File: src/rtl/fetch_queue.sv
// fetch_queue: decoupled RV32 instruction-fetch front end.
// Owns the fetch PC, issues sequential reads to imemory and buffers the
// returned {pc, insn} pairs in a DEPTH-entry FIFO drained by decode over a
// valid/ready handshake. A redirect flushes the queue and any in-flight read.
// Optional feature macro: FETCH_MISALIGN_CHECK_EN (misaligned-redirect fault).
module fetch_queue #(
   parameter int          DEPTH    = 4,
   parameter logic [31:0] RESET_PC = 32'h0100_0000
) (
   input  logic                       clock,
   input  logic                       reset,
   output logic                       imem_req,
   output logic [31:0]                imem_addr,
   input  logic [31:0]                imem_data,
   input  logic                       redirect,
   input  logic [31:0]                redirect_pc,
   output logic                       out_valid,
   input  logic                       out_ready,
   output logic [31:0]                out_pc,
   output logic [31:0]                out_insn,
   output logic [$clog2(DEPTH+1)-1:0] count,
   output logic                       fault
);

   localparam int PW = $clog2(DEPTH);
   localparam int CW = $clog2(DEPTH+1);
   localparam logic [CW:0]   DEPTH_C = (CW+1)'(DEPTH);
   localparam logic [PW-1:0] PTR_ONE = PW'(1);

   logic [31:0]   fetch_pc_q, fetch_pc_d;
   logic          inflight_q, inflight_d;
   logic [31:0]   inflight_pc_q, inflight_pc_d;
   logic [PW-1:0] rd_ptr_q, rd_ptr_d;
   logic [PW-1:0] wr_ptr_q, wr_ptr_d;
   logic [CW-1:0] count_q, count_d;
   logic          fault_q, fault_d;
   logic [31:0]   mem_pc_q   [DEPTH];
   logic [31:0]   mem_pc_d   [DEPTH];
   logic [31:0]   mem_insn_q [DEPTH];
   logic [31:0]   mem_insn_d [DEPTH];

   logic [CW:0]   occ_s;
   logic          issue_s;
   logic          push_s;
   logic          pop_s;
   logic [31:0]   target_s;
   logic          misalign_s;

   // Issue credit: occupancy before this cycle's pop plus the read in flight.
   always_comb begin
      occ_s   = {1'b0, count_q} + {{CW{1'b0}}, inflight_q};
      issue_s = reset & ~redirect & ~fault_q & (occ_s < DEPTH_C);
      push_s  = inflight_q & ~redirect;
      pop_s   = (count_q != {CW{1'b0}}) & out_ready;
   end

   // Redirect target handling; without the check the low PC bits are dropped.
   always_comb begin
`ifdef FETCH_MISALIGN_CHECK_EN
      target_s   = redirect_pc;
      misalign_s = |redirect_pc[1:0];
`else
      target_s   = redirect_pc & 32'hFFFF_FFFC;
      misalign_s = 1'b0;
`endif
   end

   // Next-state: redirect flushes everything, otherwise fill/drain/issue.
   always_comb begin
      fetch_pc_d    = fetch_pc_q;
      inflight_d    = inflight_q;
      inflight_pc_d = inflight_pc_q;
      rd_ptr_d      = rd_ptr_q;
      wr_ptr_d      = wr_ptr_q;
      count_d       = count_q;
      fault_d       = fault_q;
      mem_pc_d      = mem_pc_q;
      mem_insn_d    = mem_insn_q;
      if (redirect) begin
         fetch_pc_d = target_s;
         inflight_d = 1'b0;
         rd_ptr_d   = {PW{1'b0}};
         wr_ptr_d   = {PW{1'b0}};
         count_d    = {CW{1'b0}};
         fault_d    = misalign_s;
      end else begin
         // Every issued read returns the next cycle, so inflight tracks issue.
         inflight_d = issue_s;
         if (issue_s) begin
            inflight_pc_d = fetch_pc_q;
            fetch_pc_d    = fetch_pc_q + 32'd4;
         end else begin
            inflight_pc_d = inflight_pc_q;
         end
         if (push_s) begin
            mem_pc_d[wr_ptr_q]   = inflight_pc_q;
            mem_insn_d[wr_ptr_q] = imem_data;
            wr_ptr_d             = wr_ptr_q + PTR_ONE;
         end else begin
            wr_ptr_d = wr_ptr_q;
         end
         if (pop_s) begin
            rd_ptr_d = rd_ptr_q + PTR_ONE;
         end else begin
            rd_ptr_d = rd_ptr_q;
         end
         count_d = count_q + CW'(push_s) - CW'(pop_s);
      end
   end

   // State registers with asynchronous active-low reset.
   always_ff @(posedge clock or negedge reset) begin
      if (!reset) begin
         fetch_pc_q    <= RESET_PC;
         inflight_q    <= 1'b0;
         inflight_pc_q <= 32'h0000_0000;
         rd_ptr_q      <= {PW{1'b0}};
         wr_ptr_q      <= {PW{1'b0}};
         count_q       <= {CW{1'b0}};
         fault_q       <= 1'b0;
         for (int i = 0; i < DEPTH; i++) begin
            mem_pc_q[i]   <= 32'h0000_0000;
            mem_insn_q[i] <= 32'h0000_0000;
         end
      end else begin
         fetch_pc_q    <= fetch_pc_d;
         inflight_q    <= inflight_d;
         inflight_pc_q <= inflight_pc_d;
         rd_ptr_q      <= rd_ptr_d;
         wr_ptr_q      <= wr_ptr_d;
         count_q       <= count_d;
         fault_q       <= fault_d;
         for (int i = 0; i < DEPTH; i++) begin
            mem_pc_q[i]   <= mem_pc_d[i];
            mem_insn_q[i] <= mem_insn_d[i];
         end
      end
   end

   // Outputs derived only from registered state (plus the issue decision).
   always_comb begin
      imem_req  = issue_s;
      imem_addr = fetch_pc_q;
      count     = count_q;
      fault     = fault_q;
      out_valid = (count_q != {CW{1'b0}});
      if (count_q != {CW{1'b0}}) begin
         out_pc   = mem_pc_q[rd_ptr_q];
         out_insn = mem_insn_q[rd_ptr_q];
      end else begin
         out_pc   = 32'h0000_0000;
         out_insn = 32'h0000_0000;
      end
   end

endmodule

File: config.mk
export PLATFORM = sky130hd
export DESIGN_NAME = fetch_queue
export DESIGN_NICKNAME = d
export VERILOG_FILES = /design/src/rtl/fetch_queue.sv
export SDC_FILE = /design/constraint.sdc
export NUM_CORES = 1
export LEC_CHECK = 0
export BUFFER_PORTS_ARGS = -buffer_cell sky130_fd_sc_hd__buf_2
export CAP_MARGIN = 40
export CORE_ASPECT_RATIO = 1.1
export CORE_MARGIN = 1.5
export CORE_UTILIZATION = 45
export DETAILED_ROUTE_END_ITERATION = 8
export GPL_TIMING_DRIVEN = 0
export SLEW_MARGIN = 10
export SYNTH_ARGS = -nofsm -noshare
export SYNTH_HDL_FRONTEND = slang
export SYNTH_SLANG_ARGS = --single-unit
File: constraint.sdc
create_clock -name clock -period 2.75 [get_ports clock]
set_clock_uncertainty 0.1 [all_clocks]
set_input_delay 0.1375 -clock clock [delete_from_list [all_inputs] [get_ports clock]]
set_output_delay 0.1375 -clock clock [all_outputs]
set_load 0.02 [all_outputs]
* Word-level counts from Yosys, hierarchy flattened *
Cells that the tools add are included.

storage, ports and cells
  register bits after elaboration = 328
  input bits = 68
  output and inout port bits = 102
  word-level logic and storage cells = 58

operators by class
  $add $sub $neg = 6
  $lt $le $gt $ge = 4
  multiplexer cells = 20
  bitwise operators = 7
  reduce and logical (&&, ||, !) cells = 7

operator list
  cell                                                                          number
  32-bit 2-to-1 mux                                                             9
  128-bit bitwise mux                                                           2
  32-bit binary-select mux with 2-bit select                                    2
  32-bit demux with 2-bit select                                                1
  32-bit by 3-bit adder with 32-bit output, second input constant               1
  2-bit 2-to-1 mux                                                              4
  3-bit greater-or-equal comparator, second input constant                      2
  2-bit inverter with 3-bit output                                              2
  2-bit nonzero test                                                            3
  2-bit by 1-bit adder with 2-bit output, second input constant                 2
  3-bit by 1-bit adder with 4-bit output                                        1
  1-bit AND                                                                     4
  4-bit by 3-bit less-than comparator with 1-bit output, second input constant  1
  2-bit AND reduction                                                           2
  3-bit by 1-bit adder with 3-bit output                                        1
  3-bit by 1-bit less-than comparator with 1-bit output, second input constant  1
  3-bit 2-to-1 mux                                                              1
  3-bit nonzero test                                                            1
  3-bit by 1-bit subtractor with 3-bit output                                   1
  1-bit logical AND                                                             1
  1-bit 2-to-1 mux                                                              1
  1-bit inverter                                                                1

* Longest topological paths before layout *
Gate-level depths: netlist (run 1).

  depth in word-level cells = 6
  gate-level depth with buffers = 11

* Worst setup path before layout (run 1) *
No wires, ideal clock.

  kind = register to register
  start point = reg count_q[2] (netlist: count[2])
  end point = reg count_q[2] (netlist: count[2])
  library setup time = 0.132 ns
  arrival = 2.335 ns
  data required time = 2.518 ns
  setup slack = 0.183 ns
  stages on the path, launching flop included = 12
  path buffers = 2
  period minus slack after synthesis = 2.567 ns
  path through = dfrtp_1 -> clkbuf_1 -> or3_1 -> clkbuf_1 -> and2_1 -> ha_1 -> inv_1 -> ha_1 -> inv_1 -> fa_1 -> xnor2_1 -> nor2_1

between the ends
  longest elaborated chain between the ends = 4
  elaborated cells on any way between the ends = 5
  those cells by class = add/sub (2); mux (1); bitwise (1); reduce/logical (1)

RTL lines
  item                                                                                            RTL line  RTL
  start, declared                                                                                 35        logic [CW-1:0] count_q, count_d;
  start signal, assigned                                                                          119       count_q <= {CW{1'b0}};
  start signal, assigned                                                                          131       count_q <= count_d;
  parallel branches: the longest is 2 deep, another holds 3-bit by 1-bit adder with 3-bit output  --
  3-bit by 1-bit subtractor with 3-bit output (*)                                                 107       count_d = count_q + CW'(push_s) - CW'(pop_s);
  3-bit 2-to-1 mux (*)                                                                            79        if (redirect) begin
  via count_d[2]                                                                                  35

Mark *: on every way through the listed nets, which the timed path passes.
A chain may end at the register's enable or synchronous reset.

* Worst setup path in the final report (run 1) *
  start point = reg rd_ptr_q[0]
  end point = out out_insn[11]

between the ends
  longest elaborated chain between the ends = 5

RTL lines
  item                                                    RTL line  RTL
  start, declared                                         33        logic [PW-1:0] rd_ptr_q, rd_ptr_d;
  start signal, assigned                                  117       rd_ptr_q <= {PW{1'b0}};
  start signal, assigned                                  129       rd_ptr_q <= rd_ptr_d;
  2-bit inverter with 3-bit output (implied by the code)  149       out_insn = mem_insn_q[rd_ptr_q];
  32-bit binary-select mux with 2-bit select              149
  32-bit 2-to-1 mux (implied by the code) (2 in a row)    149
  32-bit 2-to-1 mux                                       147       if (count_q != {CW{1'b0}}) begin
  end, declared                                           20        output logic [31:0] out_insn,

Every way passes these cells. The select of a mux whose other input is x is not followed.

==> results of run 1 <==
[synth_stat cells (all sizes together) (2+ instances only)]
cell | number | area, um^2
dfrtp | 315 | 7883
mux2 | 278 | 3131
and2 | 67 | 419.2
clkbuf | 62 | 232.7
mux4 | 62 | 1396
nand3 | 29 | 145.1
nor2 | 26 | 97.59
o31ai | 23 | 172.7
nand2 | 20 | 75.07
buf | 19 | 108.9
inv | 14 | 52.55
nand4 | 14 | 93.84
or4 | 14 | 106.4
a31oi | 13 | 81.33
nor2b | 12 | 75.07
o2111ai | 10 | 87.58
and4 | 8 | 71.32
ha | 8 | 100.1
nor4 | 7 | 43.79
a22oi | 5 | 37.54
a221oi | 4 | 35.03
and3 | 4 | 25.02
o311ai | 4 | 35.03
nor3 | 3 | 15.01
o21ai | 3 | 15.01
or3 | 3 | 18.77
or4b | 3 | 30.03
xnor2 | 3 | 26.28
a21oi | 2 | 10.01
a22o | 2 | 17.52
a311o | 2 | 20.02
o211ai | 2 | 15.01
o21a | 2 | 15.01
[critical path, stage by stage (launching register included)]
cell and delay (ps):
dfrtp_2 560, buf_2 410, mux4_2 550, and2_1 180
buf_2 160
[power breakdown]
group | internal (uW) | switching [uW] | total (uW)
sequential | 6030 | 923 | 6960
clock | 2760 | 1860 | 4620
combinational | 3240 | 3150 | 6390
total | 12000 | 5930 | 18000
[metrics by stage]
| step | setup TNS (ps) | power, uW |
|---|---|---|
| final | 0 | 17970 |
| after global routing | 0 | 19010 |
| after CTS | 0 | 18140 |
| after detailed placement | -366.5 | 13360 |
| after global placement | -1809810 | 13200 |
| after floorplan | 0 | 11250 |
[path summary, 6_finish.rpt]
| path | from | to | slack [ps] | depth (start not counted) |
|---|---|---|---|---|
| setup reg to reg | count[2]$_DFF_PN0_ | count[2]$_DFF_PN0_ | 200 | 11 |
| setup / recovery | rd_ptr_q[0]$_DFFE_PN0P_ | out_insn[11] | 150 | 4 |
| min in group clock | redirect_pc[6] | imem_addr[6]$_DFFE_PN0P_ | 310 | 4 |
| hold / removal | reset | mem_insn_q[58]$_DFFE_PN0P_ | 120 | 3 |
| max in group asynchronous | reset | inflight_pc_q[25]$_DFFE_PN0P_ | 1690 | 4 |
| hold reg to reg | mem_pc_q[51]$_DFFE_PN0P_ | mem_pc_q[51]$_DFFE_PN0P_ | 400 | 1 |
[kinds of logic (layout without fill, tap and decap cells)]
group / count (synthesis) / count (layout) / synth area share
multiplexers: 341 / 341 / 0.3057
buffers and inverters: 95 / 388 / 0.02655
AO/OA/AOI/OAI: 76 / 76 / 0.03920
AND/OR/NAND/NOR: 215 / 215 / 0.08498
adder cells (fa/ha/maj): 9 / 9 / 0.008093
other: 1 / 5 / 0.0002527
flip-flops: 316 / 316 / 0.5329
XOR/XNOR: 4 / 4 / 0.002361
[area by class of cell]
type / count / area (um^2) / area share
inverter: 14 / 52.55 / 0.002892
timing repair buffer: 235 / 1609 / 0.08856
clock inverter: 8 / 100.1 / 0.005509
tap: 426 / 533.0 / 0.02933
multi-input combinational: 650 / 6564 / 0.3612
sequential: 316 / 7911 / 0.4354
buffer: 79 / 377.9 / 0.02080
clock buffer: 52 / 1022 / 0.05626
[layer usage]
layer / wire [um] / GRT usage
met1: 16190 / 0.3003
met2: 18010 / 0.3676
met3: 1827 / 0.03302
met4: 653 / 0.05730
met5: 0 / 0
[registers in the layout (all words and copies together), names as in the netlist]
register and cells:
inflight_pc_q 30, mem_pc_q 120, count 3, rd_ptr_q 2
wr_ptr_q 2, imem_addr 30, inflight_q 1, mem_insn_q 128
[repair_timing]
| item | 4_1_cts | 5_1_grt |
|---|---|---|
| pin swaps | 0 | 2 |
| resized for setup | 16 | 11 |
| hold buffers | 65 | 0 |
| hold endpoints to repair | 243 | 0 |
| endpoints found under the setup margin | 62 | 24 |
| gates cloned | 0 | 0 |
| setup buffers | 0 | 3 |
[placed cells by master (no fill, tap or decap), types with 8 or more instances in the layout]
| cell | count |
|---|---|
| a31oi_1 | 13 |
| and2_1 | 67 |
| buf_2 | 166 |
| buf_4 | 11 |
| clkbuf_1 | 61 |
| clkbuf_16 | 37 |
| dfrtp_1 | 313 |
| dlygate4sd3_1 | 64 |
| ha_1 | 8 |
| inv_1 | 14 |
| mux2_2 | 278 |
| mux4_2 | 62 |
| nand2_1 | 20 |
| nand3_1 | 28 |
| nand4_1 | 13 |
| nor2_1 | 26 |
| nor2b_1 | 12 |
| o2111ai_1 | 10 |
| o31ai_1 | 22 |
| or4_1 | 13 |
==> reports/metrics.yaml, run 1 <==
status: "completed"
drtIter0Drc: 576
syn_inst: 1057
synthFlopType: "dfrtp_1"
io_buffer_count: 162
hold_violations: 0
layout.nets: 1409
grt_pass1_vias: 10390
fin_cells: 1780
avgSynthCellArea_um2: 14.04
cts.reportedPaths.clkPinSlew_ps: 60
cts_buffers: 36
yosysSeqAreaShare: 0.5329
required_ps: 2510
worst_ir_drop_vdd_uv: 580.8
crit_arrival_ps: 2370
core.rowCount: 69
rsz0062_at_grt: "false"
grt_overflow: 0
crit_fanout: 10
power_leakage_uw: 0.008190
wl_per_cell_um: 20.61
dp_hpwl_um: 24100
routed_wl_um: 36680
die-area_um2: 34080
ys_ff_latch: 316
synth_cell_type_count: 54
die_x_um: 176.2
start_kind: "flip-flop"
antenna_cells: 0
utilization: 0.5612
final-setup-viol-count: 0
ant_nets: 0
clkLatencyLatePin_ps: 510
setup_ws_ps: 146.0
synth_warnings: 0
max_freq_mhz: 384.0
cts_root_buffer: "clkbuf_16"
fillers: 2748
grt_max_degree: 90
grt_usage: 0.2202
design_area_um2: 18170
synthesis.area_um2: 14840
maxCapViolCount: 0
tightest_slew_ps: 772.0
end_kind: "primary output"
hp-class: "input pin to async pin"
synth_edf_count: 0
grt_pass1_wl_um: 58530
postPlaceCellArea_um2: 16310
pwr_density_cell_nw_per_um2: 989.2
ios: 170
drive_gt1_frac: 0.4424
vias: 9942
cts_tree: "built"
synth-async-reset-ratio: 1.000
cts_max_level: 2
fin_crit_sh: 0.9469
path_class: "flip-flop to primary output"
finalWeightedCongestion: 0.8482
antenna_found_initial: 0
place_ws_ps: -172.1
drc_errors: 0
viasPerCell: 5.585
start_util: 0.4584
core_area_um2: 32370
area_growth_pct: 22.42
cts_max_path_buffers: 3
cts_sinks: 316
drv_slew: 0
post-place-cells: 1654
die_y_um: 193.5
relSlewSlack: 0.4854
min_period_ps: 2604
holdWs_ps: 123.7
drt_pass1_iterations: 4
Power figures use the tool's default switching activity.
==> run 2, diff against run 1 <==
- clock period: 2.75 -> 2.9 ns (I/O delays scaled with it)
==> run 2 against run 1 <==
  * Sequential power down 5.2%
  * Clock power shrank 5.2%
  * Cell area decreased by 0.29%
  * Hold slack about the same
  * Setup slack better by 17 ps
  * Non-clock buffer count decreased by 4
  * Largest power group unchanged
==> reports/metrics.yaml, run 2 (synthesis results as in run 1) <==
status: "completed"
crit_arrival_ps: 2490
cts_max_level: 2
wl_per_cell_um: 20.65
crit_slowest_cell: "dfrtp_1"
hold_violations: 0
setup_ws_ps: 163.4
drt_pass1_iterations: 5
max_freq_mhz: 365.4
start_kind: "flip-flop"
path_cells: "ha_1, or3_1, o221ai_1, nand3_2, clkbuf_4, inv_1, buf_2"
drv_slew: 0
io_buffer_count: 162
cp_num_cells: 7
place_ws_ps: -22.07
min_period_ps: 2737
tightest_slew_ps: 772.3
required_ps: 2650
final_common_cell: "dfrtp_1"
reg_top3: "mem_insn_q: 128 flops, mem_pc_q: 120 flops"
grt_max_degree: 90
antenna_found_initial: 0
fin_cells: 1776
maxCapViolCount: 0
holdWs_ps: 124.0
grt_overflow: 0
antenna_cells: 0
layout.nets: 1405
top_register: "mem_insn_q"
ant_nets: 0
post-place-cells: 1654
clkLatencyLatePin_ps: 520
drtIter0Drc: 590
end_kind: "primary output"
drive_gt1_frac: 0.4385
crit_end: "imem_req"
vias: 9937
cp_top_family: "simple AND/OR/NAND/NOR gates"
die_y_um: 193.5
hp-class: "input pin to async pin"
rr_worst_depth: 10
startpoint: "count[1]$_DFF_PN0_"
final-setup-viol-count: 0
grt_usage: 0.2201
ios: 170
die_x_um: 176.2
cts_sinks: 316
start_util: 0.4584
grt_pass1_vias: 10390
grt_pass1_wl_um: 58520
cts_max_path_buffers: 3
die-area_um2: 34080
cts_tree: "built"
viasPerCell: 5.595
slowest_delay_ps: 480
r2r-start: "count[2]$_DFF_PN0_"
worst_ir_drop_vdd_uv: 550.6
power_leakage_uw: 0.008160
cts_root_buffer: "clkbuf_16"
routed_wl_um: 36670
core.rowCount: 69
drc_errors: 0
pwr_density_cell_nw_per_um2: 937.1
utilization: 0.5596
finalWeightedCongestion: 0.8482
area_growth_pct: 22.07
dp_hpwl_um: 24100
r2r_end: "count[2]$_DFF_PN0_"
final_cell_mix: "dfrtp_1 (314), mux2_2 (278), buf_2 (170)"
cts.reportedPaths.clkPinSlew_ps: 60
rsz0062_at_grt: "false"
cts_buffers: 36
tns_ps: 0
largest_register_ff_count: 128
rrSetupSlack_ps: 300
path_class: "flip-flop to primary output"
fin_crit_sh: 0.9437
postCtsSetupBuffers: 0
path_buf_inv: 3
relSlewSlack: 0.4851
core_area_um2: 32370
crit_fanout: 10
[run 2: changes by cell type in the layout (fill, tap and decap cells not counted)]
cell / change
buf_4: -3
buf_2: +4
or3_4: +1
clkbuf_2: -2
clkbuf_8: -1
clkbuf_1: +3
dfrtp_1: +1
dfrtp_2: -1
buf_6: -1
or3_1: -1
clkbuf_4: -4
[run 2: power breakdown]
| part | leakage [uW] | internal, uW | switching, uW |
|---|---|---|---|
| Clock | 0.000547 | 2620 | 1760 |
| Combinational | 0.00364 | 3020 | 2980 |
| Sequential | 0.00397 | 5720 | 874 |
[run 2: tightest hold or removal path, stage by stage]
cell and delay (ps):
dlygate4sd3_1 560, buf_8 150, buf_16 310
[run 2: per-layer routing]
| metal | GRT usage | up-vias | routed length [um] |
|---|---|---|---|
| li1 | - | 4503 | - |
| met1 | 0.2999 | 5084 | 16000 |
| met2 | 0.3682 | 299 | 18080 |
| met3 | 0.03243 | 51 | 1931 |
| met4 | 0.05698 | 0 | 661 |
| met5 | 0 | - | 0 |
[run 2: layout make-up]
cell class	count	area, um^2
fill	2752	14260
sequential	316	7910
multi-input combinational	650	6569
timing repair buffer	232	1587
clock buffer	52	1022
tap	426	533.0
buffer	78	344.1
clock inverter	8	100.1
inverter	14	52.55
[run 2: through the flow]
stage | total power (uW) | instance area (um^2)
final | 16980 | 18120
after global routing | 17970 | 18120
after CTS | 17190 | 18110
after detailed placement | 12670 | 16310
after global placement | 12520 | 16200
after floorplan | 10670 | 14860
[run 2: repair_timing]
| action | CTS | global route |
|---|---|---|
| gates resized for setup | 10 | 2 |
| setup endpoints to repair | 61 | 49 |
| hold buffers | 65 | 0 |
| hold endpoints to repair | 243 | 0 |
[run 2: worst min path at each step]
stage,start,to,slack [ps]
detailed placement,reset,mem_insn_q[122]$_DFFE_PN0P_,90
CTS,reset,mem_insn_q[122]$_DFFE_PN0P_,170
global route,reset,mem_insn_q[122]$_DFFE_PN0P_,180
global placement,redirect_pc[7],imem_addr[7]$_DFFE_PN0P_,310
finish,reset,mem_insn_q[58]$_DFFE_PN0P_,120
floorplan,reset,count[0]$_DFF_PN0_,-250
==> run 3, diff against run 2 <==
- MAX_ROUTING_LAYER: default -> met4
==> run 3 against run 2 <==
  * Wire length down 0.15%
  * Power about the same
  * Cell area did not move
  * Sequential cell count did not move
  * Via count rose by 0.20%
  * Setup slack better by 16 ps
  * Clock-buffer cell count did not move
  * Global-route usage rose by 0.66 points
==> reports/metrics.yaml, run 3 (synthesis results as in run 1) <==
drtIter0Drc: 575
routed_wl_um: 36620
start_util: 0.4584
top_register: "mem_insn_q"
maxCapViolCount: 0
core_area_um2: 32370
grt_usage: 0.2267
cts_max_path_buffers: 3
rsz0062_at_grt: "false"
drive_gt1_frac: 0.4385
io_buffer_count: 162
viasPerCell: 5.606
final_cell_mix: "dfrtp_1 (314), mux2_2 (278), buf_2 (170)"
ios: 170
status: "completed"
layout.nets: 1405
final-setup-viol-count: 0
area_growth_pct: 22.07
cts_buffers: 36
min_period_ps: 2721
cts_tree: "built"
crit_fanout: 10
final_common_cell: "dfrtp_1"
power_uw: 16990
cts.reportedPaths.clkPinSlew_ps: 60
grt_pass1_wl_um: 58510
drc_errors: 0
rrSetupSlack_ps: 300
hold_violations: 0
r2r-start: "count[2]$_DFF_PN0_"
design_area_um2: 18120
die_x_um: 176.2
power_leakage_uw: 0.008160
max_freq_mhz: 367.6
top_usage_layer: "met2"
dp_hpwl_um: 24100
utilization: 0.5596
cts_sinks: 316
vias: 9957
fin_crit_sh: 0.9381
use_met2: 0.3685
required_ps: 2650
die-area_um2: 34080
finalWeightedCongestion: 0.8615
cts_max_level: 2
hp-class: "input pin to async pin"
end_kind: "primary output"
reg_top3: "mem_insn_q: 128 flops, mem_pc_q: 120 flops"
start_kind: "flip-flop"
ant_nets: 0
cts_root_buffer: "clkbuf_16"
antenna_cells: 0
grt_max_degree: 90
die_y_um: 193.5
wl_per_cell_um: 20.62
postPlaceCellArea_um2: 16310
largest_register_ff_count: 128
drt_pass1_iterations: 5
path_class: "flip-flop to primary output"
core.rowCount: 69
grt_use_met1: 0.2998
crit_arrival_ps: 2480
grtUsageMet3: 0.03164
relSlewSlack: 0.4807
startpoint: "count[1]$_DFF_PN0_"
clkLatencyLatePin_ps: 520
holdWs_ps: 127.4
grt_overflow: 0
tightest_slew_ps: 778.9
drv_slew: 0
pwr_density_cell_nw_per_um2: 937.9
grt_pass1_vias: 10380
worst_ir_drop_vdd_uv: 550.7
antenna_found_initial: 0
## run 3: cell counts in the layout (fill, tap and decap cells not counted)
Identical to the previous run, type by type.
## run 3: worst max-delay path: stages, from the launching register on
cell      delay, ps
dfrtp_1         470
ha_1            300
or3_1           340
o221ai_1        140
nand3_2         200
clkbuf_4        280
inv_1            70
buf_2           150
## run 3: final timing paths
check                                           endpoint  cells past startpoint
hold / removal                mem_insn_q[58]$_DFFE_PN0P_                      3
max in group asynchronous  inflight_pc_q[29]$_DFFE_PN0P_                      4
min in group clock             imem_addr[31]$_DFFE_PN0P_                      4
setup reg to reg                      count[2]$_DFF_PN0_                     10
setup / recovery                                imem_req                      7
hold reg to reg                 mem_pc_q[51]$_DFFE_PN0P_                      1
## run 3: report_power, final
part	total, uW	leakage (uW)	switching (uW)	internal (uW)
sequential	6600	0.00397	877	5720
clock	4390	0.000547	1770	2620
combinational	6010	0.00364	2980	3020
total	17000	0.00816	5630	11400
## run 3: cell type report
| class | instances | area, um^2 |
|---|---|---|
| fillers | 2752 | 14260 |
| flip-flops and latches | 316 | 7910 |
| multi-input cells | 650 | 6569 |
| repair buffers | 232 | 1587 |
| clock buffers | 52 | 1022 |
| well taps | 426 | 533.0 |
| plain buffers | 78 | 344.1 |
| clock inverters | 8 | 100.1 |
| inverters | 14 | 52.55 |
## run 3: through the flow
| step | std cells | worst slack [ps] | TNS [ps] |
|---|---|---|---|
| finish | 1776 | 179.5 | 0 |
| global route | 1776 | 31.00 | 0 |
| CTS | 1777 | 0.7487 | 0 |
| detailed placement | 1654 | -22.07 | -22.07 |
| global placement | 1649 | -5412 | -1755780 |
| floorplan | 1061 | 332.9 | 0 |
## run 3: per-layer routing
metal,part of all wire,vias up,wire length [um]
met3,0.052,55,1887
met5,0,-,0
met4,0.018,0,645
met2,0.49,300,18020
li1,-,4502,-
met1,0.44,5100,16070
## run 3: timing repair
| item | 4_1_cts | 5_1_grt |
|---|---|---|
| pin swaps | 0 | 0 |
| buffers inserted | 0 | 0 |
| hold endpoints to repair | 243 | 0 |
| cloned | 0 | 0 |
| endpoints found under the setup margin | 61 | 50 |
| hold buffers | 65 | 0 |
| resized for setup | 10 | 2 |
